**src/rtl/fifo_uart_pkg.sv**
```systemverilog
// Shared types and constants for the FIFO-draining UART transmitter.
// The parity helper lets the top level precompute the parity bit at byte capture.
package fifo_uart_pkg;

    localparam int DATA_W    = 8;
    localparam int STOP_BITS = 1;

    typedef enum logic [2:0] {
        IDLE,
        WAIT,
        START,
        DATA,
        PARITY,
        STOP
    } txState_e;

    function automatic logic calcParity(input logic [DATA_W-1:0] data, input logic odd);
        return odd ? ~^data : ^data;
    endfunction

endpackage

```
**src/rtl/uart_bit_timer.sv**
```systemverilog
// Baud counter: counts 0..CLKS_PER_BIT-1 and pulses bitDone_o on the last count.
// Holding clear_i keeps the counter at zero so the next bit starts on a full period.
module uart_bit_timer #(
    parameter int CLKS_PER_BIT = 16
) (
    input  logic clk_i,
    input  logic rst_i,
    input  logic clear_i,
    output logic bitDone_o
);

    localparam int               CNT_W = $clog2(CLKS_PER_BIT);
    localparam logic [CNT_W-1:0] LAST  = CNT_W'(CLKS_PER_BIT - 1);

    logic [CNT_W-1:0] count_q;
    logic [CNT_W-1:0] count_d;

    always_comb begin
        count_d = count_q + CNT_W'(1);
        if (clear_i || (count_q == LAST)) begin
            count_d = '0;
        end
    end

    always_ff @(posedge clk_i) begin
        if (rst_i) begin
            count_q <= '0;
        end else begin
            count_q <= count_d;
        end
    end

    assign bitDone_o = !clear_i && (count_q == LAST);

endmodule

```
**src/rtl/fifo_uart_tx.sv**
```systemverilog
// Pops bytes from a registered-read FIFO and sends each as an LSB-first UART frame
// with optional parity, counting completed frames.
module fifo_uart_tx
    import fifo_uart_pkg::*;
#(
    parameter int CLKS_PER_BIT = 16,
    parameter int PARITY_EN    = 0,
    parameter int PARITY_ODD   = 0
) (
    input  logic              clk,
    input  logic              rst,
    input  logic              en,
    input  logic              fifo_empty,
    input  logic [DATA_W-1:0] fifo_data,
    output logic              fifo_rd_en,
    output logic              tx,
    output logic              busy,
    output logic [15:0]       frames_sent
);

    localparam int               IDX_W     = $clog2(DATA_W);
    localparam logic [IDX_W-1:0] LAST_DATA = IDX_W'(DATA_W - 1);
    localparam logic [IDX_W-1:0] LAST_STOP = IDX_W'(STOP_BITS - 1);

    txState_e          state_q, state_d;
    logic [DATA_W-1:0] shiftReg_q, shiftReg_d;
    logic [IDX_W-1:0]  bitIdx_q, bitIdx_d;
    logic              parityBit_q, parityBit_d;
    logic              tx_q, tx_d;
    logic [15:0]       frames_q, frames_d;

    logic bitDone;
    logic timerClear;
    logic popReq;
    logic lastStopCycle;

    assign timerClear    = (state_q == IDLE) || (state_q == WAIT);
    assign lastStopCycle = (state_q == STOP) && bitDone && (bitIdx_q == LAST_STOP);

    uart_bit_timer #(
        .CLKS_PER_BIT(CLKS_PER_BIT)
    ) bitTimer (
        .clk_i    (clk),
        .rst_i    (rst),
        .clear_i  (timerClear),
        .bitDone_o(bitDone)
    );

    always_ff @(posedge clk) begin
        if (rst) begin
            state_q     <= IDLE;
            shiftReg_q  <= '0;
            bitIdx_q    <= '0;
            parityBit_q <= 1'b0;
            tx_q        <= 1'b1;
            frames_q    <= '0;
        end else begin
            state_q     <= state_d;
            shiftReg_q  <= shiftReg_d;
            bitIdx_q    <= bitIdx_d;
            parityBit_q <= parityBit_d;
            tx_q        <= tx_d;
            frames_q    <= frames_d;
        end
    end

    // tx_d is only changed on bit boundaries, so the line is a clean register output.
    always_comb begin
        state_d     = state_q;
        shiftReg_d  = shiftReg_q;
        bitIdx_d    = bitIdx_q;
        parityBit_d = parityBit_q;
        tx_d        = tx_q;
        frames_d    = frames_q;
        case (state_q)
            IDLE: begin
                if (popReq) begin
                    state_d = WAIT;
                end
            end
            WAIT: begin
                shiftReg_d  = fifo_data;
                parityBit_d = calcParity(fifo_data, PARITY_ODD != 0);
                tx_d        = 1'b0;
                state_d     = START;
            end
            START: begin
                if (bitDone) begin
                    tx_d    = shiftReg_q[0];
                    state_d = DATA;
                end
            end
            DATA: begin
                if (bitDone) begin
                    shiftReg_d = shiftReg_q >> 1;
                    if (bitIdx_q == LAST_DATA) begin
                        bitIdx_d = '0;
                        if (PARITY_EN != 0) begin
                            tx_d    = parityBit_q;
                            state_d = PARITY;
                        end else begin
                            tx_d    = 1'b1;
                            state_d = STOP;
                        end
                    end else begin
                        bitIdx_d = bitIdx_q + IDX_W'(1);
                        tx_d     = shiftReg_q[1];
                    end
                end
            end
            PARITY: begin
                if (bitDone) begin
                    tx_d    = 1'b1;
                    state_d = STOP;
                end
            end
            STOP: begin
                if (lastStopCycle) begin
                    bitIdx_d = '0;
                    frames_d = frames_q + 16'd1;
                    state_d  = popReq ? WAIT : IDLE;
                end else if (bitDone) begin
                    bitIdx_d = bitIdx_q + IDX_W'(1);
                end
            end
            default: begin
                state_d = IDLE;
            end
        endcase
    end

    // Pops happen only from IDLE or on the final stop cycle, never while empty or in reset.
    always_comb begin
        popReq = 1'b0;
        busy   = (state_q != IDLE);
        if (!rst && en && !fifo_empty) begin
            if ((state_q == IDLE) || lastStopCycle) begin
                popReq = 1'b1;
            end
        end
    end

    assign fifo_rd_en  = popReq;
    assign tx          = tx_q;
    assign frames_sent = frames_q;

endmodule

```
**config.mk**
```make
export PLATFORM = sky130hd
export DESIGN_NAME = fifo_uart_tx
export DESIGN_NICKNAME = d
export VERILOG_FILES = /design/src/rtl/fifo_uart_pkg.sv /design/src/rtl/uart_bit_timer.sv /design/src/rtl/fifo_uart_tx.sv
export SDC_FILE = /design/constraint.sdc
export NUM_CORES = 1
export LEC_CHECK = 0
export BUFFER_PORTS_ARGS = -buffer_cell sky130_fd_sc_hd__buf_2
export CORE_MARGIN = 3
export CORE_UTILIZATION = 55
export DETAILED_ROUTE_END_ITERATION = 16
export PLACE_DENSITY = 0.79
export SLEW_MARGIN = 10
export SYNTH_ARGS = -nofsm -noshare
export SYNTH_HDL_FRONTEND = slang
export SYNTH_HIERARCHICAL = 1
export SYNTH_SLANG_ARGS = --single-unit
```
**constraint.sdc**
```tcl
create_clock -name clk -period 3.28 [get_ports clk]
set_input_delay 0.82 -clock clk [delete_from_list [all_inputs] [get_ports clk]]
set_output_delay 0.82 -clock clk [all_outputs]
set_load 0.01 [all_outputs]
```
After elaboration in Yosys (flattened, before gate mapping)
Index checks and enable logic that the tools add are counted.
W data, S select, Z words.
Operators by class
  add/subtract/negate cells: 3
  mux-type cells: 22
  equality and inequality tests: 14
  reductions and logical operators: 23
Operators by type and width (number)
  $mux W3: 10
  $pmux W3 S6: 1
  $add A16 B1 Y16 const B: 1
  $pmux W8 S2: 1
  $ne A2 B2 Y1 const B: 6
  $eq A3 B3 Y1 const B: 3
  $mux W8: 1
  $mux W1: 7
  $eq A3 B2 Y1 const B: 2
  $logic_not A3 Y1: 2
  $pmux W3 S2: 1
  $reduce_and A6 Y1: 1
  $logic_and A1 B1 Y1: 5
  $add A4 B1 Y4 const B: 1
  $eq A4 B4 Y1 const B: 1
  $pmux W1 S4: 1
  $reduce_and A2 Y1: 2
  $reduce_and A4 Y1: 1
  $reduce_bool A2 Y1: 2
  $reduce_bool A4 Y1: 1
  $add A3 B1 Y3 const B: 1
  $eq A3 B1 Y1 const B: 1
  $logic_not A1 Y1: 3
  $logic_or A1 B1 Y1: 3
  other kinds (4): 4
Word-level totals
  register bits after elaboration: 35
  bits of input ports: 12
  word-level logic and storage cells: 68
  output and inout port bits: 19

Depth between registers and ports, before layout
Gate-level depths: netlist of run 1.
  depth in word-level cells: 12
  depth in mapped cells: 11
  gate-level depth less buffers: 7

Hierarchy
The synthesis of run 1 kept the hierarchy.
Modules (own cells, without submodules)
  fifo_uart_tx: area an instance 1602.8 um2, cells each 193, seq. area each 620.6 um2, times used 1
  uart_bit_timer: area an instance 157.7 um2, cells each 16, seq. area each 80.1 um2, times used 1

Worst setup path after synthesis of run 1
OpenSTA, ideal clock, no wires.
  path kind: flip-flop to output port
  start point: register state_q[1]
  end point: output fifo_rd_en
  path buffers: 3
  data arrival time: 1.790 ns
  stages on the path, launching flop included: 10
  slack: 0.670 ns
  cell sequence: dfxtp_1 buf_2 clkbuf_1 nor2_1 nor2_1 buf_6 nand3b_4 nor2_1 inv_1 a21oi_1
On the way
  cells in the longest elaborated chain, start to end: 9
Ends and longest elaborated chain
  from (decl): line fifo_uart_tx.sv:25  | txState_e state_q, state_d;
  from (signal assigned): line fifo_uart_tx.sv:58  | state_q <= state_d;
  $eq A3 B1 Y1 / $logic_not A3 Y1 (equally long branches): line fifo_uart_tx.sv:37  | assign timerClear = (state_q == IDLE) || (state_q == WAIT);
  $logic_or A1 B1 Y1 *: line fifo_uart_tx.sv:37
  via timerClear: line fifo_uart_tx.sv:33  | logic timerClear;
  $logic_not A1 Y1 *: line uart_bit_timer.sv:33  | assign bitDone_o = !clear_i && (count_q == LAST);
  $logic_and A1 B1 Y1 *: line uart_bit_timer.sv:33
  via bitDone: line fifo_uart_tx.sv:32  | logic bitDone;
  $logic_and A1 B1 Y1 * (2 in a row): line fifo_uart_tx.sv:38  | assign lastStopCycle = (state_q == STOP) && bitDone && (bitIdx_q == LAST_STOP);
  $logic_or A1 B1 Y1 *: line fifo_uart_tx.sv:137  | if ((state_q == IDLE) || lastStopCycle) begin
  $mux W1 *: line fifo_uart_tx.sv:137
  $mux W1 *: line fifo_uart_tx.sv:136  | if (!rst && en && !fifo_empty) begin
  to (decl): line fifo_uart_tx.sv:15  | output logic fifo_rd_en,
Mark *: on every way through the listed nets, which the timed path passes. The rest lies on a longest branch.

Final worst setup path of run 1
  start point: register state_q[2]
  end point: output fifo_rd_en
The elaborated chain is that of the path after synthesis.

==> flow_summary.toml, run 1 <==
[run]
maxCapViolations = 0

[worst_setup_path]
endpoint_kind = "primary output"
cpPeakStageDelay_ns = 0.55
rr_worst_depth = 7
reg2reg_from = "state_q[2]"
critPathKind = "flop to primary output"
start_kind = "flop"
worst-path-max-fanout = 13
arrival_ns = 2.12
crit_slowest_cell = "dfxtp_1"
cp.required_ns = 2.46
crit_chain = "nor2_1 -> nor2_1 -> nand3b_4 -> nor2_1 -> inv_1 -> a21oi_1 -> buf_2"
cp_common_cell = "nor2_1"
r2r-end = "frames_sent[10]"
ff2ff_setup_slack_ns = 0.99

[detailed_routing]
drtIter0Drc = 100
via_per_inst = 5.64
dr.pass1.iters = 4
routed_wl_um = 3590
vias = 1569
ant_nets = 0
remaining_drc_errors = 0
wire_per_inst_um = 12.9

[floorplanning]
dieHeight_um = 62.6
dieArea_um2 = 3920
fp.dieW_um = 62.6
core_area_um2 = 2900
start_util_pct = 60.7
ios = 31
rows = 19

[final_layout]
insertedDiodeCount = 0
fill_cells = 260
drive_above_1_share_pct = 20.3
finalNonFillerCells = 278
area_delta_synth_final_pct = 11.7
nets = 254

[hold_path]
min_to = "bitTimer/count_q[0]"
hp-class = "flop to flop"
whs_path_depth = 1
min_from = "bitTimer/count_q[0]"

[yosys]
syn_area_per_cell_um2 = 8.42
netlist_area_um2 = 1760
synthTopCellsByArea = "dfxtp_1, nor2_1, xnor2_1"
synth.most_common_cell = "dfxtp_1"
netlist_instances = 209
synth_edf_count = 0
syn-num-nets = 226
yosys_warnings = 6
synth_top_cell_by_area = "dfxtp_1"
async_flop_share_pct = 0
ys.flop_type = "dfxtp_1"
synth_common_cells = "dfxtp_1, nor2_1, nand2_1, a21oi_1, nand3_1"
seq_area_frac_synth_pct = 39.8
synth-seq-cells = 35
synth_top_area_share_pct = 39.8
yosys.cell_types.count = 42

[placement]
gp_congestion = 0.742
place.port_buffers = 30
place_ws_ns = 0.722
dp.cells = 272
hpwlAfterDp_um = 2580

[clocking]
post_cts_buffers = 0
numCtsBuffers = 5
root_buffer = "clkbuf_4"
cts_tree = "yes"
cts_max_path_buffers = 2
cts_hold_buffers = 0
cts_resized = 0
clock_sinks = 35
clk_pin_slew_ns = 0.10
cts-htree-levels = 2
clock_latency_ns = 0.34

[sta]
rsz0062_at_grt = "no"
tightestPinTransition_ns = 0.626
skew_ns = 0.00487
fin_crit_ns = 2.94
maxSlewViolCount = 0
fin_crit_sh_pct = 89.7
slew_headroom_pct = 57.9
finalSetupViolations = 0
hold_viol = 0
setup_ws_ns = 0.337
max_freq_mhz = 340
fin_tns_setup_ns = 0

[power_and_ir_drop]
p_leak_nw = 0.728
peakVddDrop_v = 0.000311
power-per-cell-area_nw_per_um2 = 497

[grt]
grt_pass1_wl_um = 6230
grt_antenna_before_repair = 0
grt_use_total_pct = 19.8
grt_pass1_vias = 1469
grt_max_degree = 35
grt_overflow = 0

[status]
status = "finished, final reports clean"
placed cells by master (no fill, tap or decap), types with 4 or more instances in the layout:
cell type  instances
nand2_1           17
nor2_1            23
or3_1              9
buf_2             30
a311oi_1           7
o21ai_0            9
ha_1               5
buf_4              4
a21oi_1           13
inv_1              8
clkbuf_4           5
nor4_1             5
nor3_1             5
nand3_1           13
dfxtp_1           35
xnor2_1            8
power by group:
group / total [mW] / leakage [nW] / switching [mW] / internal [mW]
Sequential: 0.520 / 0.284 / 0.0441 / 0.476
Clock: 0.212 / 0.0242 / 0.135 / 0.0762
Combinational: 0.246 / 0.420 / 0.146 / 0.0999
final cells by class:
type / instances / area [um^2] / share of cell area (%)
tap: 42 / 52.6 / 2.67
multi-input combinational: 153 / 962 / 48.9
timing repair buffer: 34 / 180 / 9.16
clock buffer: 6 / 41.3 / 2.10
inverter: 8 / 30.0 / 1.53
sequential: 35 / 701 / 35.6
how the worst max path moves through the flow:
stage                              startpoint  slack, ns         end  cells past startpoint
after detailed placement  bitTimer/count_q[0]       0.72  fifo_rd_en                      8
after floorplan                    state_q[1]       0.67  fifo_rd_en                      9
after global routing               state_q[2]       0.16  fifo_rd_en                      7
after global placement                    rst       0.79  fifo_rd_en                      4
after CTS                 bitTimer/count_q[0]       0.34  fifo_rd_en                      8
final                              state_q[2]       0.34  fifo_rd_en                      7
kinds of logic (layout without fill, tap and decap cells):
| logic type | Yosys count | after routing | share of synthesized area, % |
|---|---|---|---|
| and+or+nand+nor | 99 | 99 | 31.5 |
| AOI/OAI and AO/OA | 37 | 37 | 13.5 |
| DFF | 35 | 35 | 39.8 |
| buffers and inverters | 21 | 48 | 5.54 |
| xor gates and xnor gates | 10 | 10 | 4.98 |
| adders and majority gates | 5 | 5 | 3.55 |
| muxes | 2 | 2 | 1.14 |
state kept, by name, indices dropped and copies added (netlist names):
register	cells
frames_sent	16
state_q	3
shiftReg_q	8
tx	1
bitIdx_q	3
bitTimer/count_q	4
per-stage QoR:
stage | instance area [um^2] | util [%] | total power, mW | hold slack [ns]
after floorplan | 1760 | - | 0.724 | 0.418
after detailed placement | 1930 | 66.4 | 0.776 | 0.476
after global placement | 1930 | 66.4 | 0.760 | 0.430
after global routing | 1970 | 67.8 | 1.05 | 0.504
after CTS | 1970 | 67.8 | 0.984 | 0.492
final | 1970 | 67.8 | 0.977 | 0.486
layer usage:
layer  global-route usage [%]  up-vias  routed length (um)  share of wire, %
met3                     4.86        7                 198               5.5
met5                        0        -                   0                 0
met2                     34.5       33                1830                51
li1                         -      804                   -                 -
met1                     21.8      725                1510                42
met4                     11.3        0                  59               1.6
worst max-delay path, delay by kind of cell (launching register included):
kind / cells / cell delay, ns
buffers and inverters: 2 / 0.21
AO/OA/AOI/OAI: 1 / 0.14
flip-flops: 1 / 0.55
AND/OR/NAND/NOR: 4 / 0.87
No activity file was read; power rests on OpenSTA's default activity.
==> inputs of run 2 (changes only) <==
--- a/config.mk
+++ b/config.mk
@@ -5,11 +5,11 @@
 export SDC_FILE = /design/constraint.sdc
 export NUM_CORES = 1
 export LEC_CHECK = 0
-export BUFFER_PORTS_ARGS = -buffer_cell sky130_fd_sc_hd__buf_2
 export CORE_MARGIN = 3
 export CORE_UTILIZATION = 55
 export DETAILED_ROUTE_END_ITERATION = 16
-export PLACE_DENSITY = 0.79
+export DONT_BUFFER_PORTS = 1
+export PLACE_DENSITY = 0.7
 export SLEW_MARGIN = 10
 export SYNTH_ARGS = -nofsm -noshare
 export SYNTH_HDL_FRONTEND = slang
==> constraint.sdc (replaced) <==
create_clock -name clk -period 3.65 [get_ports clk]
set_input_delay 0.9125 -clock clk [delete_from_list [all_inputs] [get_ports clk]]
set_output_delay 0.9125 -clock clk [all_outputs]
set_load 0.01 [all_outputs]
==> flow_summary.toml, run 2 (synthesized netlist as in run 1, its figures left out) <==
[sta]
max_freq_mhz = 327
fin_tns_setup_ns = 0
skew_ns = 0.0154
rsz0062_at_grt = "no"
finalSetupViolations = 0
tightestPinTransition_ns = 0.777
fin_crit_ns = 3.06
fin_crit_sh_pct = 83.9
maxSlewViolCount = 0
hold_viol = 0
slew_headroom_pct = 47.7

[power_and_ir_drop]
p_leak_nw = 0.583
report.power.total_mw = 0.877
power-per-cell-area_nw_per_um2 = 483
peakVddDrop_v = 0.000268

[worst_setup_path]
worst-path-max-fanout = 13
ff2ff_setup_slack_ns = 1.29
r2r-end = "frames_sent[15]"
worst-path-stages = 7
cp.required_ns = 2.74
crit_chain = "nor2_1 -> nor2_1 -> buf_4 -> nand3b_4 -> nor2_1 -> inv_1 -> a21oi_1"
endpoint_kind = "primary output"
cpPeakStageDelay_ns = 0.55
cp_common_cell = "nor2_1"
arrival_ns = 2.15
start_kind = "flop"
crit_family = "simple AND/OR/NAND/NOR gates"
reg2reg_from = "state_q[2]"
critPathKind = "flop to primary output"
crit_slowest_cell = "dfxtp_1"
crit_buf_inv = 2
rr_worst_depth = 7

[final_layout]
layout_common_cells = "dfxtp_1, nor2_1, nand2_1"
fill_cells = 270
drive_above_1_share_pct = 8.78
largest_reg_flops = 16
nets = 222
final_common_cell = "dfxtp_1"
insertedDiodeCount = 0
utilization_pct = 62.6
area_delta_synth_final_pct = 3.20

[placement]
place.port_buffers = 0
hpwlAfterDp_um = 2550
gp_congestion = 0.791

[hold_path]
whs_path_depth = 1
min_to = "bitTimer/count_q[0]"
min_from = "bitTimer/count_q[0]"
hp-class = "flop to flop"

[run]
maxCapViolations = 0

[clocking]
clk_pin_slew_ns = 0.10
cts_tree = "yes"
clock_latency_ns = 0.33
root_buffer = "clkbuf_4"
cts_resized = 0
post_cts_buffers = 0
clock_sinks = 35
cts-htree-levels = 2
cts_max_path_buffers = 2
numCtsBuffers = 5
cts_hold_buffers = 0

[floorplanning]
dieHeight_um = 62.6
core_area_um2 = 2900
start_util_pct = 60.7
fp.dieW_um = 62.6
rows = 19
ios = 31
dieArea_um2 = 3920

[grt]
grt_use_total_pct = 18.9
grt_antenna_before_repair = 0
grt_pass1_vias = 1372
grt_max_degree = 36
grt_overflow = 0
grt_pass1_wl_um = 6020

[detailed_routing]
ant_nets = 0
dr.pass1.iters = 4
drtIter0Drc = 120
routed_wl_um = 3520
vias = 1459
remaining_drc_errors = 0
wire_per_inst_um = 14.3
via_per_inst = 5.91

[status]
status = "finished, final reports clean"
run 2: where the power goes:
group	total, mW	internal (mW)	switching [mW]
Sequential	0.468	0.428	0.0409
Combinational	0.198	0.0772	0.121
Clock	0.211	0.0892	0.122
Total	0.877	0.594	0.283
run 2: cell type report:
type | instances | area, um^2 | area share, %
multi-input cells | 153 | 962 | 53.0
clock inverters | 1 | 5.00 | 0.275
inverters | 8 | 30.0 | 1.65
well taps | 42 | 52.6 | 2.89
repair buffers | 2 | 15.0 | 0.826
clock buffers | 6 | 51.3 | 2.82
flip-flops and latches | 35 | 701 | 38.6
run 2: per-stage QoR:
stage          setup slack, ns  area (um^2)  cells  hold slack [ns]
2_1_floorplan            0.948         1760    209            0.418
3_3_place_gp              1.05         1760    240            0.428
3_5_place_dp             0.957         1760    240            0.443
4_1_cts                  0.578         1820    247            0.458
5_1_grt                  0.371         1820    247            0.477
6_report                 0.588         1820    247            0.457
run 2: worst max path at each step:
stage | endpoint | startpoint | slack, ns
final | fifo_rd_en | state_q[2] | 0.59
after global routing | fifo_rd_en | state_q[2] | 0.37
after CTS | fifo_rd_en | state_q[2] | 0.58
after detailed placement | fifo_rd_en | state_q[2] | 0.96
after global placement | fifo_rd_en | rst | 1.05
after floorplan | fifo_rd_en | state_q[1] | 0.95
run 2: per-layer routing:
layer  vias to the layer above  track usage, %  share of wire (%)
li1                        743               -                  -
met4                         0            6.06                1.2
met1                       679            21.6                 44
met2                        31            32.4                 49
met3                         6            7.01                5.5
met5                         -               0                  0
==> inputs of run 3 (changes only) <==
==> constraint.sdc (replaced) <==
create_clock -name clk -period 2.85 [get_ports clk]
set_input_delay 0.7125 -clock clk [delete_from_list [all_inputs] [get_ports clk]]
set_output_delay 0.7125 -clock clk [all_outputs]
set_load 0.01 [all_outputs]
==> flow_summary.toml, run 3 (synthesized netlist as in run 1, its figures left out) <==
[power_and_ir_drop]
report.power.total_mw = 1.11
p_leak_nw = 0.595
peakVddDrop_v = 0.000397
power-per-cell-area_nw_per_um2 = 605

[hold_path]
hp-class = "input pin to flop"
min_from = "rst"

[detailed_routing]
routed_wl_um = 3520
ant_nets = 0
drtIter0Drc = 92
remaining_drc_errors = 0
via_per_inst = 5.82
vias = 1462
wire_per_inst_um = 14.0
dr.pass1.iters = 4

[final_layout]
drive_above_1_share_pct = 10.0
insertedDiodeCount = 0
layout_common_cells = "dfxtp_1, nor2_1, nand2_1"
nets = 225
area_delta_synth_final_pct = 4.19
fill_cells = 276
final_common_cell = "dfxtp_1"
largest_reg_flops = 16

[grt]
grt_antenna_before_repair = 0
grt_use_total_pct = 19.5
grt_pass1_wl_um = 6180
grt_overflow = 0
grt_max_degree = 36
grt_pass1_vias = 1362

[floorplanning]
start_util_pct = 60.7
core_area_um2 = 2900
rows = 19
fp.dieW_um = 62.6
dieArea_um2 = 3920
ios = 31
dieHeight_um = 62.6

[worst_setup_path]
start_kind = "flop"
critPathKind = "flop to primary output"
reg2reg_from = "bitTimer/count_q[0]"
arrival_ns = 1.97
cp.required_ns = 2.14
worst-path-max-fanout = 8
endpoint_kind = "primary output"
crit_start = "bitTimer/count_q[0]"

[sta]
hold_viol = 0
fin_crit_ns = 2.68
fin_crit_sh_pct = 94.0
fin_tns_setup_ns = 0
max_freq_mhz = 373
slew_headroom_pct = 48.6
finalSetupViolations = 0
maxSlewViolCount = 0
rsz0062_at_grt = "no"
tightestPinTransition_ns = 0.764
skew_ns = 0.00509

[status]
status = "finished, final reports clean"

[clocking]
numCtsBuffers = 5
clock_latency_ns = 0.33
cts-htree-levels = 2
clock_sinks = 35
cts_max_path_buffers = 2
post_cts_buffers = 0
clk_pin_slew_ns = 0.10
root_buffer = "clkbuf_4"
cts_tree = "yes"

[placement]
hpwlAfterDp_um = 2580
place.port_buffers = 0
gp_congestion = 0.790

[run]
maxCapViolations = 0
==> run 3: per-layer routing <==
metal	global-route usage [%]	wire length (um)
met1	22.9	1540
met2	32.4	1720
met3	7.19	199
met4	7.44	51
met5	0	0
==> run 3: final timing paths <==
path	end	slack (ns)	cells after the start
hold / removal	state_q[2]	0.43	1
hold reg to reg	bitTimer/count_q[0]	0.45	1
setup / recovery	fifo_rd_en	0.17	8
setup reg to reg	frames_sent[14]	0.55	8
==> run 3: final cells by class <==
cell class / instances / area, um^2 / share of cell area [%]
timing repair buffer: 5 / 37.5 / 2.05
clock inverter: 1 / 5.00 / 0.273
clock buffer: 7 / 45.0 / 2.46
tap: 42 / 52.6 / 2.86
inverter: 8 / 30.0 / 1.64
multi-input combinational: 153 / 962 / 52.5
sequential: 35 / 702 / 38.3
==> run 3: worst max-delay path, stage by stage, from the launching register on <==
cell	delay [ns]
dfxtp_1	0.36
ha_1	0.19
nand3_1	0.12
nor2_1	0.26
nand3b_4	0.16
nor2_1	0.17
inv_1	0.06
a21oi_1	0.17
buf_4	0.15
==> run 3: per-stage QoR <==
| step | hold slack (ns) | setup slack, ns | util (%) | std cells | instance area, um^2 |
|---|---|---|---|---|---|
| after global routing | 0.396 | 0.00719 | 63.2 | 251 | 1830 |
| after global placement | 0.429 | 0.582 | 61.5 | 243 | 1780 |
| after CTS | 0.413 | 0.104 | 63.2 | 251 | 1830 |
| final | 0.430 | 0.172 | 63.2 | 251 | 1830 |
| after floorplan | 0.418 | 0.348 | - | 209 | 1760 |
| after detailed placement | 0.439 | 0.500 | 61.5 | 243 | 1780 |
==> run 3: timing repair <==
item / CTS / global route
hold buffers: 0 / 0
setup endpoints to repair: 0 / 1
endpoints found under the hold margin: 0 / 0
gates resized for setup: 0 / 1
==> run 3: power breakdown <==
group | total [mW] | internal, mW | switching, mW
sequential | 0.604 | 0.548 | 0.0560
combinational | 0.256 | 0.108 | 0.147
clock | 0.250 | 0.0961 | 0.154
